$ cat config.mk
export PLATFORM = sky130hd
export DESIGN_NAME = alu_issue
export DESIGN_NICKNAME = d
export VERILOG_FILES = /design/src/rtl/alu_issue_pkg.sv /design/src/rtl/alu_issue_regfile_2r1w.sv /design/src/rtl/alu_issue.sv
export SDC_FILE = /design/constraint.sdc
export NUM_CORES = 2
export LEC_CHECK = 0
export BUFFER_PORTS_ARGS = -buffer_cell sky130_fd_sc_hd__buf_2
export CAP_MARGIN = 20
export CORE_MARGIN = 2
export CORE_UTILIZATION = 55
export DETAILED_ROUTE_END_ITERATION = 8
export PLACE_DENSITY = 0.72
export RECOVER_POWER = 25
export SLEW_MARGIN = 20
export SYNTH_ARGS = -nofsm -noshare
export SYNTH_HDL_FRONTEND = slang
export SYNTH_SLANG_ARGS = --single-unit
$ cat constraint.sdc
create_clock -name clk -period 7.68 [get_ports clk]
set_input_delay 1.536 -clock clk [delete_from_list [all_inputs] [get_ports clk]]
set_output_delay 1.536 -clock clk [all_outputs]
set_load 0.01 [all_outputs]
$ cat src/rtl/alu_issue_pkg.sv
// Shared decode constants and the issue-entry layout for the ALU issue stage.
// Included by the issue top and its register file.
package alu_issue_pkg;

    localparam int NREG   = 32;
    localparam int XLEN   = 32;
    localparam int RIDX_W = $clog2(NREG);

    localparam logic [6:0] OPC_OP     = 7'b0110011;
    localparam logic [6:0] OPC_OP_IMM = 7'b0010011;

    localparam logic [6:0] F7_BASE = 7'b0000000;
    localparam logic [6:0] F7_ALT  = 7'b0100000;

    typedef enum logic [2:0] {
        ALU_ADD  = 3'b000,
        ALU_SL   = 3'b001,
        ALU_SLT  = 3'b010,
        ALU_SLTU = 3'b011,
        ALU_XOR  = 3'b100,
        ALU_SR   = 3'b101,
        ALU_OR   = 3'b110,
        ALU_AND  = 3'b111
    } alu_funct3_e;

    typedef struct packed {
        logic              op;
        logic              op_imm;
        logic [2:0]        funct3;
        logic [6:0]        funct7;
        logic [XLEN-1:0]   a;
        logic [XLEN-1:0]   b;
        logic [RIDX_W-1:0] rd;
        logic              illegal;
    } issue_t;

    // Shift-immediates carry a 5-bit shamt in the rs2 field, not a 12-bit immediate.
    function automatic logic is_shift(input logic [2:0] f3);
        return (f3 == ALU_SL) || (f3 == ALU_SR);
    endfunction

endpackage

$ cat src/rtl/alu_issue_regfile_2r1w.sv
// Register file: two async reads, one sync write, x0 hardwired to zero.
// Latency: reads combinational; a same-cycle write is bypassed onto the read ports.
// Backpressure: none, writes are always accepted.
module regfile_2r1w #(
    parameter int NREG = 32,
    parameter int XLEN = 32,
    parameter int AW   = $clog2(NREG)
) (
    input  logic            clk,
    input  logic [AW-1:0]   rs1_addr_i,
    output logic [XLEN-1:0] rs1_data_o,
    input  logic [AW-1:0]   rs2_addr_i,
    output logic [XLEN-1:0] rs2_data_o,
    input  logic            wr_en_i,
    input  logic [AW-1:0]   wr_addr_i,
    input  logic [XLEN-1:0] wr_data_i
);

    logic [XLEN-1:0] mem_q [NREG];

    always_ff @(posedge clk) begin
        if (wr_en_i && (wr_addr_i != '0)) begin
            mem_q[wr_addr_i] <= wr_data_i;
        end
    end

    function automatic logic [XLEN-1:0] rd_port(input logic [AW-1:0] addr);
        logic [XLEN-1:0] val;
        if (addr == '0) begin
            val = '0;
        end else if (wr_en_i && (wr_addr_i == addr)) begin
            val = wr_data_i;
        end else begin
            val = mem_q[addr];
        end
        return val;
    endfunction

    assign rs1_data_o = rd_port(rs1_addr_i);
    assign rs2_data_o = rd_port(rs2_addr_i);

endmodule

$ cat src/rtl/alu_issue.sv
// Decode/issue stage for RV32I OP/OP-IMM into the integer ALU, with RAW scoreboard.
// Latency: 1 cycle accept-to-out_valid, one instruction per cycle without hazards.
// Backpressure: out_ready low holds the output entry; in_ready drops on hazard, full output or flush.
import alu_issue_pkg::*;

module alu_issue (
    input  logic              clk,
    input  logic              rst_n,
    input  logic              in_valid,
    output logic              in_ready,
    input  logic [31:0]       in_instr,
    output logic              out_valid,
    input  logic              out_ready,
    output logic              out_op,
    output logic              out_op_imm,
    output logic [2:0]        out_funct3,
    output logic [6:0]        out_funct7,
    output logic [XLEN-1:0]   out_a,
    output logic [XLEN-1:0]   out_b,
    output logic [RIDX_W-1:0] out_rd,
    output logic              out_illegal,
    input  logic              wb_en,
    input  logic [RIDX_W-1:0] wb_rd,
    input  logic [XLEN-1:0]   wb_data,
    input  logic              flush
);

    logic [6:0]        opcode;
    logic [2:0]        f3;
    logic [RIDX_W-1:0] rs1, rs2, rd;
    logic              is_op, is_imm, illegal;
    logic [XLEN-1:0]   rs1_val, rs2_val;

    assign opcode  = in_instr[6:0];
    assign rd      = in_instr[11:7];
    assign f3      = in_instr[14:12];
    assign rs1     = in_instr[19:15];
    assign rs2     = in_instr[24:20];
    assign is_op   = (opcode == OPC_OP);
    assign is_imm  = (opcode == OPC_OP_IMM);
    assign illegal = ~(is_op | is_imm);

    regfile_2r1w #(.NREG(NREG), .XLEN(XLEN)) u_rf (
        .clk        (clk),
        .rs1_addr_i (rs1),
        .rs1_data_o (rs1_val),
        .rs2_addr_i (rs2),
        .rs2_data_o (rs2_val),
        .wr_en_i    (wb_en),
        .wr_addr_i  (wb_rd),
        .wr_data_i  (wb_data)
    );

    logic [NREG-1:0] busy_q, busy_d, wb_mask, busy_eff;
    issue_t          dec, out_q, out_d;
    logic            out_valid_q, out_valid_d;
    logic            hazard, accept;

    always_comb begin
        wb_mask = '0;
        if (wb_en) begin
            wb_mask[wb_rd] = 1'b1;
        end
    end

    // A register being written back this cycle is already readable through the bypass.
    assign busy_eff = busy_q & ~wb_mask;
    assign hazard   = ~illegal & (busy_eff[rs1] | (is_op & busy_eff[rs2]));
    assign in_ready = (~out_valid_q | out_ready) & ~hazard & ~flush;
    assign accept   = in_valid & in_ready;

    always_comb begin
        dec         = '0;
        dec.op      = ~illegal;
        dec.op_imm  = is_imm;
        dec.funct3  = f3;
        dec.funct7  = in_instr[31:25];
        dec.rd      = rd;
        dec.illegal = illegal;
        if (is_op) begin
            dec.a = rs1_val;
            dec.b = rs2_val;
        end else if (is_imm) begin
            dec.a = rs1_val;
            dec.b = is_shift(f3) ? XLEN'(rs2) : {{20{in_instr[31]}}, in_instr[31:20]};
        end
    end

    always_comb begin
        out_valid_d = out_valid_q;
        out_d       = out_q;
        if (flush) begin
            out_valid_d = 1'b0;
        end else if (accept) begin
            out_valid_d = 1'b1;
            out_d       = dec;
        end else if (out_ready) begin
            out_valid_d = 1'b0;
        end

        busy_d = busy_q & ~wb_mask;
        // A flushed entry never writes back, so its destination must be released here.
        if (flush && out_valid_q && !out_q.illegal && (out_q.rd != '0)) begin
            busy_d[out_q.rd] = 1'b0;
        end
        if (accept && !illegal && (rd != '0)) begin
            busy_d[rd] = 1'b1;
        end
    end

    always_ff @(posedge clk or negedge rst_n) begin
        if (!rst_n) begin
            out_valid_q <= 1'b0;
            out_q       <= '0;
            busy_q      <= '0;
        end else begin
            out_valid_q <= out_valid_d;
            out_q       <= out_d;
            busy_q      <= busy_d;
        end
    end

    assign out_valid   = out_valid_q;
    assign out_op      = out_q.op;
    assign out_op_imm  = out_q.op_imm;
    assign out_funct3  = out_q.funct3;
    assign out_funct7  = out_q.funct7;
    assign out_a       = out_q.a;
    assign out_b       = out_q.b;
    assign out_rd      = out_q.rd;
    assign out_illegal = out_q.illegal;

endmodule

======== Word level (Yosys, flattened, before mapping) ========
Memory sizes are Yosys's and may differ from the RTL's.
Index checks and enable logic that the tools add are counted.
word-level totals
  flip-flop bits (word level) ............. 115
  memory bits (writable) .................. 1024
  input port bits ......................... 75
  output and inout bits ................... 84
  logic and storage cells ................. 87
  memories kept ........................... 1
memory list
  name        words  bits a word  rd ports  clocked after memory_dff  wr ports  RTL line                      RTL
  u_rf.mem_q  32     32           2         0                         1         alu_issue_regfile_2r1w.sv:19  logic [XLEN-1:0] mem_q [NREG];
cells by class
  order comparisons ....................... 8
  equality and inequality tests ........... 6
  muxes and demuxes ....................... 25
  bitwise logic cells ..................... 17
  reduce and logical (&&, ||, !) cells .... 20
operators with widths
  operator                                                                             number
  32-bit 2-to-1 mux                                                                    8
  64-bit 2-to-1 mux                                                                    2
  32-bit AND                                                                           2
  32-bit inverter                                                                      2
  32-bit bitwise OR                                                                    1
  5-bit by 6-bit less-than comparator with 1-bit output, second input constant         5
  1-bit demux with 5-bit select                                                        3
  5-bit by 1-bit greater-or-equal comparator with 1-bit output, second input constant  3
  5-bit nonzero test                                                                   3
  1-bit logical AND                                                                    11
  1-bit binary-select mux with 5-bit select                                            2
  5-bit == test                                                                        2
  5-bit zero test                                                                      2
  1-bit 2-to-1 mux                                                                     10
  7-bit by 5-bit == test with 1-bit output, second input constant                      1
  7-bit by 6-bit == test with 1-bit output, second input constant                      1
  1-bit AND                                                                            5
  1-bit inverter                                                                       4
  3-bit by 1-bit == test with 1-bit output, second input constant                      1
  3-bit == test, second input constant                                                 1
  1-bit bitwise OR                                                                     3
  3-bit nonzero test                                                                   1
  2-bit AND reduction                                                                  1
  1-bit zero test                                                                      1
  1-bit logical OR                                                                     1

======== Logic depth before layout (Yosys ltp) ========
  depth after elaboration ................. 19
  depth in mapped cells ................... 14
  mapped depth without buffers ............ 8

======== Cells and area by module ========
From an unflattened synthesis, not the netlist that was laid out.
unflattened totals
  cells, all modules ...................... 3153
  area, all modules ....................... 54473.5 um2
modules (own cells, without submodules)
  module        times used  cells an instance  area an instance (um2)  seq. area each (um2)
  regfile_2r1w  1           2520               47869.7                 30749.5
  alu_issue     1           633                6603.8                  2877.8

======== Least setup slack after synthesis ========
OpenSTA, ideal clock, no wires.
  kind .................................... input to output
  start ................................... input wb_rd[1]
  end ..................................... output in_ready
  arrival ................................. 4527 ps
  required time ........................... 6144 ps
  setup slack ............................. 1617 ps
  stages .................................. 9
  buffers on the path ..................... 2
  path through ............................ buf_2 nand4b_1 clkbuf_1 nor2_1 nor2b_1 a211oi_1 o311ai_0 nand4_1 and3_1
between the ends
  longest elaborated chain between the ends .. 15
  elaborated cells on any way between the ends .. 18
  those cells by class .................... order compare: 2; mux: 7; bitwise: 8; reduce/logical: 1
ends and longest elaborated chain
  element                                                                                                                                                      RTL line         RTL
  start, declared                                                                                                                                              alu_issue.sv:23  input logic [RIDX_W-1:0] wb_rd,
  5-bit by 6-bit less-than comparator with 1-bit output (implied by the code) or 5-bit by 1-bit greater-or-equal comparator with 1-bit output (tied branches)  alu_issue.sv:62  wb_mask[wb_rd] = 1'b1;
  1-bit logical AND (implied by the code)                                                                                                                      alu_issue.sv:62
  1-bit 2-to-1 mux (implied by the code)                                                                                                                       alu_issue.sv:62
  1-bit demux with 5-bit select *                                                                                                                              alu_issue.sv:62
  32-bit 2-to-1 mux *                                                                                                                                          alu_issue.sv:61  if (wb_en) begin
  32-bit inverter *                                                                                                                                            alu_issue.sv:67  assign busy_eff = busy_q & ~wb_mask;
  32-bit AND *                                                                                                                                                 alu_issue.sv:67
  1-bit binary-select mux with 5-bit select                                                                                                                    alu_issue.sv:68  assign hazard = ~illegal & (busy_eff[rs1] | (is_op & busy_eff[rs2]));
  1-bit 2-to-1 mux (implied by the code)                                                                                                                       alu_issue.sv:68
  1-bit AND                                                                                                                                                    alu_issue.sv:68
  1-bit bitwise OR *                                                                                                                                           alu_issue.sv:68
  1-bit AND *                                                                                                                                                  alu_issue.sv:68
  1-bit inverter *                                                                                                                                             alu_issue.sv:69  assign in_ready = (~out_valid_q | out_ready) & ~hazard & ~flush;
  1-bit AND * (2 in series)                                                                                                                                    alu_issue.sv:69
  end, declared                                                                                                                                                alu_issue.sv:10  output logic in_ready,
Every way passes the cells marked *; elsewhere a longest branch is shown, timed or not. The select of a mux whose other input is x is not followed.

======== Worst setup path after layout ========
  start ................................... input in_instr[15]
  end ..................................... output in_ready
between the ends
  longest elaborated chain between the ends .. 7
ends and longest elaborated chain
  element                                    RTL line         RTL
  start, declared                            alu_issue.sv:11  input logic [31:0] in_instr,
  1-bit binary-select mux with 5-bit select  alu_issue.sv:68
  1-bit 2-to-1 mux (implied by the code)     alu_issue.sv:68
  1-bit bitwise OR                           alu_issue.sv:68
  1-bit AND                                  alu_issue.sv:68
  1-bit inverter                             alu_issue.sv:69
  1-bit AND (2 in series)                    alu_issue.sv:69
No other way between the ends. The select of a mux whose other input is x is not followed.

==> run_results.csv <==
group,metric,value,unit
die,design.core.area,0.0966,mm²
setup_path,cp_data_arrival_time,4580,ps
route,routedWlPerCell,35.8,µm
route,via_count,34000,
power_and_ir_drop,irDropWorstVdd,218,µV
sta,slew_violations,52,
setup_path,cp_max_fo,117,
layout,fin_nets,3346,
worst_hold_path,hold_class,"flip-flop to flip-flop",
layout,final_cell_mix,"1024 x edfxtp_1, 419 x mux4_2, 306 x mux2i_1",
global_route,grt_pass1_wl,237000,µm
placement,io_buffers,158,
route,wl_met1,58900,µm
power_and_ir_drop,powerDensity,229,mW/mm²
clock_network,cts_tree,"yes",
layout,drive_gt1_frac,0.267,
sta,tightest_slew,3490,ps
setup_path,endpoint_kind,"output pin",
route,drt_first_pass_iters,6,
die,num_rows,114,
sta,fin_tns_setup,0,ps
clock_network,clk_pin_slew,60,ps
sta,fin_crit_sh,0.796,
route,wl,166000,µm
placement,place_congestion,0.895,
setup_path,cp.required,6140,ps
global_route,grt_start_max_net_pins,134,
yosys,yosys.area.top_type,"edfxtp_1",
clock_network,clock-root-buffer,"clkbuf_16",
clock_network,clockBufferDepth,3,
yosys,synthArstFlopShare,0.101,
setup_path,start_kind,"input port",
die,die_h,316,µm
sta,fmax,0.164,GHz
die,chipWidth,316,µm
yosys,synth_cell_type_count,62,
power_and_ir_drop,p_leak,20.2,nW
yosys,netlist_area,0.0536,mm²
clock_network,cts_setup_buffers,0,
global_route,grt_util_all_layers,0.335,
global_route,grt_pass1_vias,34100,
global_route,antenna_found_initial,6,
global_route,grt_overflow,0,
yosys,netlist_instances,3139,
setup_path,cp_slowest_cell,"buf_12",
yosys,ys.flop_type,"edfxtp_1",
die,die_area,0.0999,mm²
placement,dpl_worst_slack,1550,ps
clock_network,htreeDepth,3,
route,dr.max_layer_used,"met5",
clock_network,cts.sinks,1139,
placement,dp_hpwl,91000,µm
sta,fin_ws,1570,ps
clock_network,cts_hold_repair.buffers,0,
yosys,ys_ff_latch,1139,
route,wl_met2,80100,µm
route,routed_via_density,7.31,
sta,fin_skew,20.6,ps
status,violations,"max-capacitance violations, max-slew violations",
flow_run,drv_cap,1,
setup_path,path_common_cell,"nand4_1",
setup_path,max_stage_delay,720,ps
yosys,yosys_warnings,0,
yosys,synth_area_leaders,"edfxtp_1 57%, mux4_2 18%, mux2i_1 5.7%",
sta,period_needed,6110,ps
layout,layout_commonest_cell,"edfxtp_1",
sta,hold_viol,0,
yosys,synth_top_area_frac,0.574,
sta,rsz0062_at_grt,"no",
die,initial_utilization,0.555,
yosys,avgSynthCellArea,17.1,µm²
route,drtAntennaViolNets,0,
setup_path,cp_num_buf_inv,3,
sta,timing.slew.headroom,-1.33,
route,drtIter0Drc,4929,
die,ioPinCount,159,
route,drc,0,
yosys,synth_enable_flop_cells,1024,
layout,area_growth,11.7,%
route,wl_met3,19000,µm
yosys,seq_area_frac_synth,0.628,
clock_network,ctsResizeCount,0,
clock_network,clock_latency,720,ps
setup_path,crit_chain,"buf_8 -> buf_12 -> o221ai_1 -> o211ai_1 -> nand4_1 -> nand4_1 -> and3_1 -> buf_2",
status,status,"finished, violations left",
clock_network,cts_buffers,116,
sta,setup_viol,0,
setup_path,crit_family,"buffers and inverters",
setup_path,crit_type,"input port to output pin",
## worst register-to-register path: stages (launching register included)
cell and delay (ps):
dfrtp_1 340, o21ai_0 170, o211ai_1 240, nand2_1 90, o311ai_0 680, nand4_1 300, nand4_1 200, buf_4 530
mux2_2 480
## cells in the mapped netlist, types with 8 or more instances
library cell / count
o221ai_1: 8
mux2i_1: 306
edfxtp_1: 1024
nand2_1: 82
o211ai_1: 46
nor3_1: 24
a21oi_1: 102
a22oi_1: 72
xor2_1: 8
a221oi_1: 114
o21a_1: 10
mux2_2: 43
o2bb2ai_1: 32
o2111ai_1: 10
nand4_1: 15
a211oi_1: 8
nor2_1: 142
o22ai_1: 20
nand3b_1: 11
mux4_2: 419
nand3_1: 20
inv_1: 12
dfrtp_1: 115
buf_2: 41
o21ai_0: 142
nor2b_1: 12
buf_1: 78
clkbuf_1: 136
## worst paths after layout
kind	from	endpoint	slack, ps	cells past startpoint
worst max register to register	busy_q[8]$_DFF_PN0_	out_b[14]$_DFFE_PN0P_	4540	8
worst max-delay path	in_instr[15]	in_ready	1570	8
worst min-delay path	out_a[21]$_DFFE_PN0P_	out_a[21]$_DFFE_PN0P_	490	1
min in group asynchronous	rst_n	out_funct7[2]$_DFFE_PN0P_	1950	1
max in group asynchronous	rst_n	out_a[14]$_DFFE_PN0P_	3310	2
worst min register to register	out_a[21]$_DFFE_PN0P_	out_a[21]$_DFFE_PN0P_	490	1
## power by group
| group | leakage (nW) | internal [mW] | switching (mW) |
|---|---|---|---|
| clock network | 1.84 | 3.22 | 2.37 |
| logic | 7.59 | 0.464 | 0.724 |
| registers | 10.8 | 6.86 | 0.0569 |
| total | 20.2 | 10.5 | 3.15 |
## area by class of cell
class | count | area (µm²)
Antenna cell | 3 | 7.51
Clock buffer | 156 | 3180
Clock inverter | 58 | 556
Fill cell | 6760 | 36700
Inverter | 13 | 51.3
Multi-Input combinational cell | 1761 | 19300
Sequential cell | 1139 | 33600
Tap cell | 1276 | 1600
Timing Repair Buffer | 240 | 1540
## metal layers
layer	global-route usage	vias up
li1	-	13500
met1	0.442	17500
met3	0.0690	513
met4	0.157	4
met2	0.540	2491
met5	0	-
## cells by family (layout without fill, tap and decap cells)
logic type / after synthesis / count (layout) / synth area share
and+or+nand+nor: 346 / 346 / 0.0300
other: 1 / 35 / 0.0000700
buffers and inverters: 270 / 467 / 0.0202
muxes: 768 / 768 / 0.242
AOI/OAI and AO/OA: 605 / 605 / 0.0779
xor gates and xnor gates: 10 / 10 / 0.00164
DFF: 1139 / 1139 / 0.628
## sequential cells by signal (all words and copies together) (netlist names)
name	flops
u_rf.mem_q	1024
busy_q	32
out_a	32
out_b	32
out_funct7	7
out_rd	5
out_funct3	3
out_illegal	1
out_op	1
out_op_imm	1
out_valid	1
## through the flow
| step | hold WS, ps | instance area [µm²] | utilization | std cells | power (mW) |
|---|---|---|---|---|---|
| 3_3_place_gp | 469 | 56000 | 0.580 | 4425 | 8.18 |
| 2_1_floorplan | 480 | 53700 | - | 3170 | 7.77 |
| 4_1_cts | 487 | 59800 | 0.620 | 4643 | 13.7 |
| 6_report | 488 | 59800 | 0.619 | 4646 | 13.7 |
| 5_1_grt | 501 | 59800 | 0.619 | 4646 | 14.1 |
| 3_5_place_dp | 470 | 56100 | 0.581 | 4429 | 8.22 |
No activity file was read; power rests on OpenSTA's default activity.
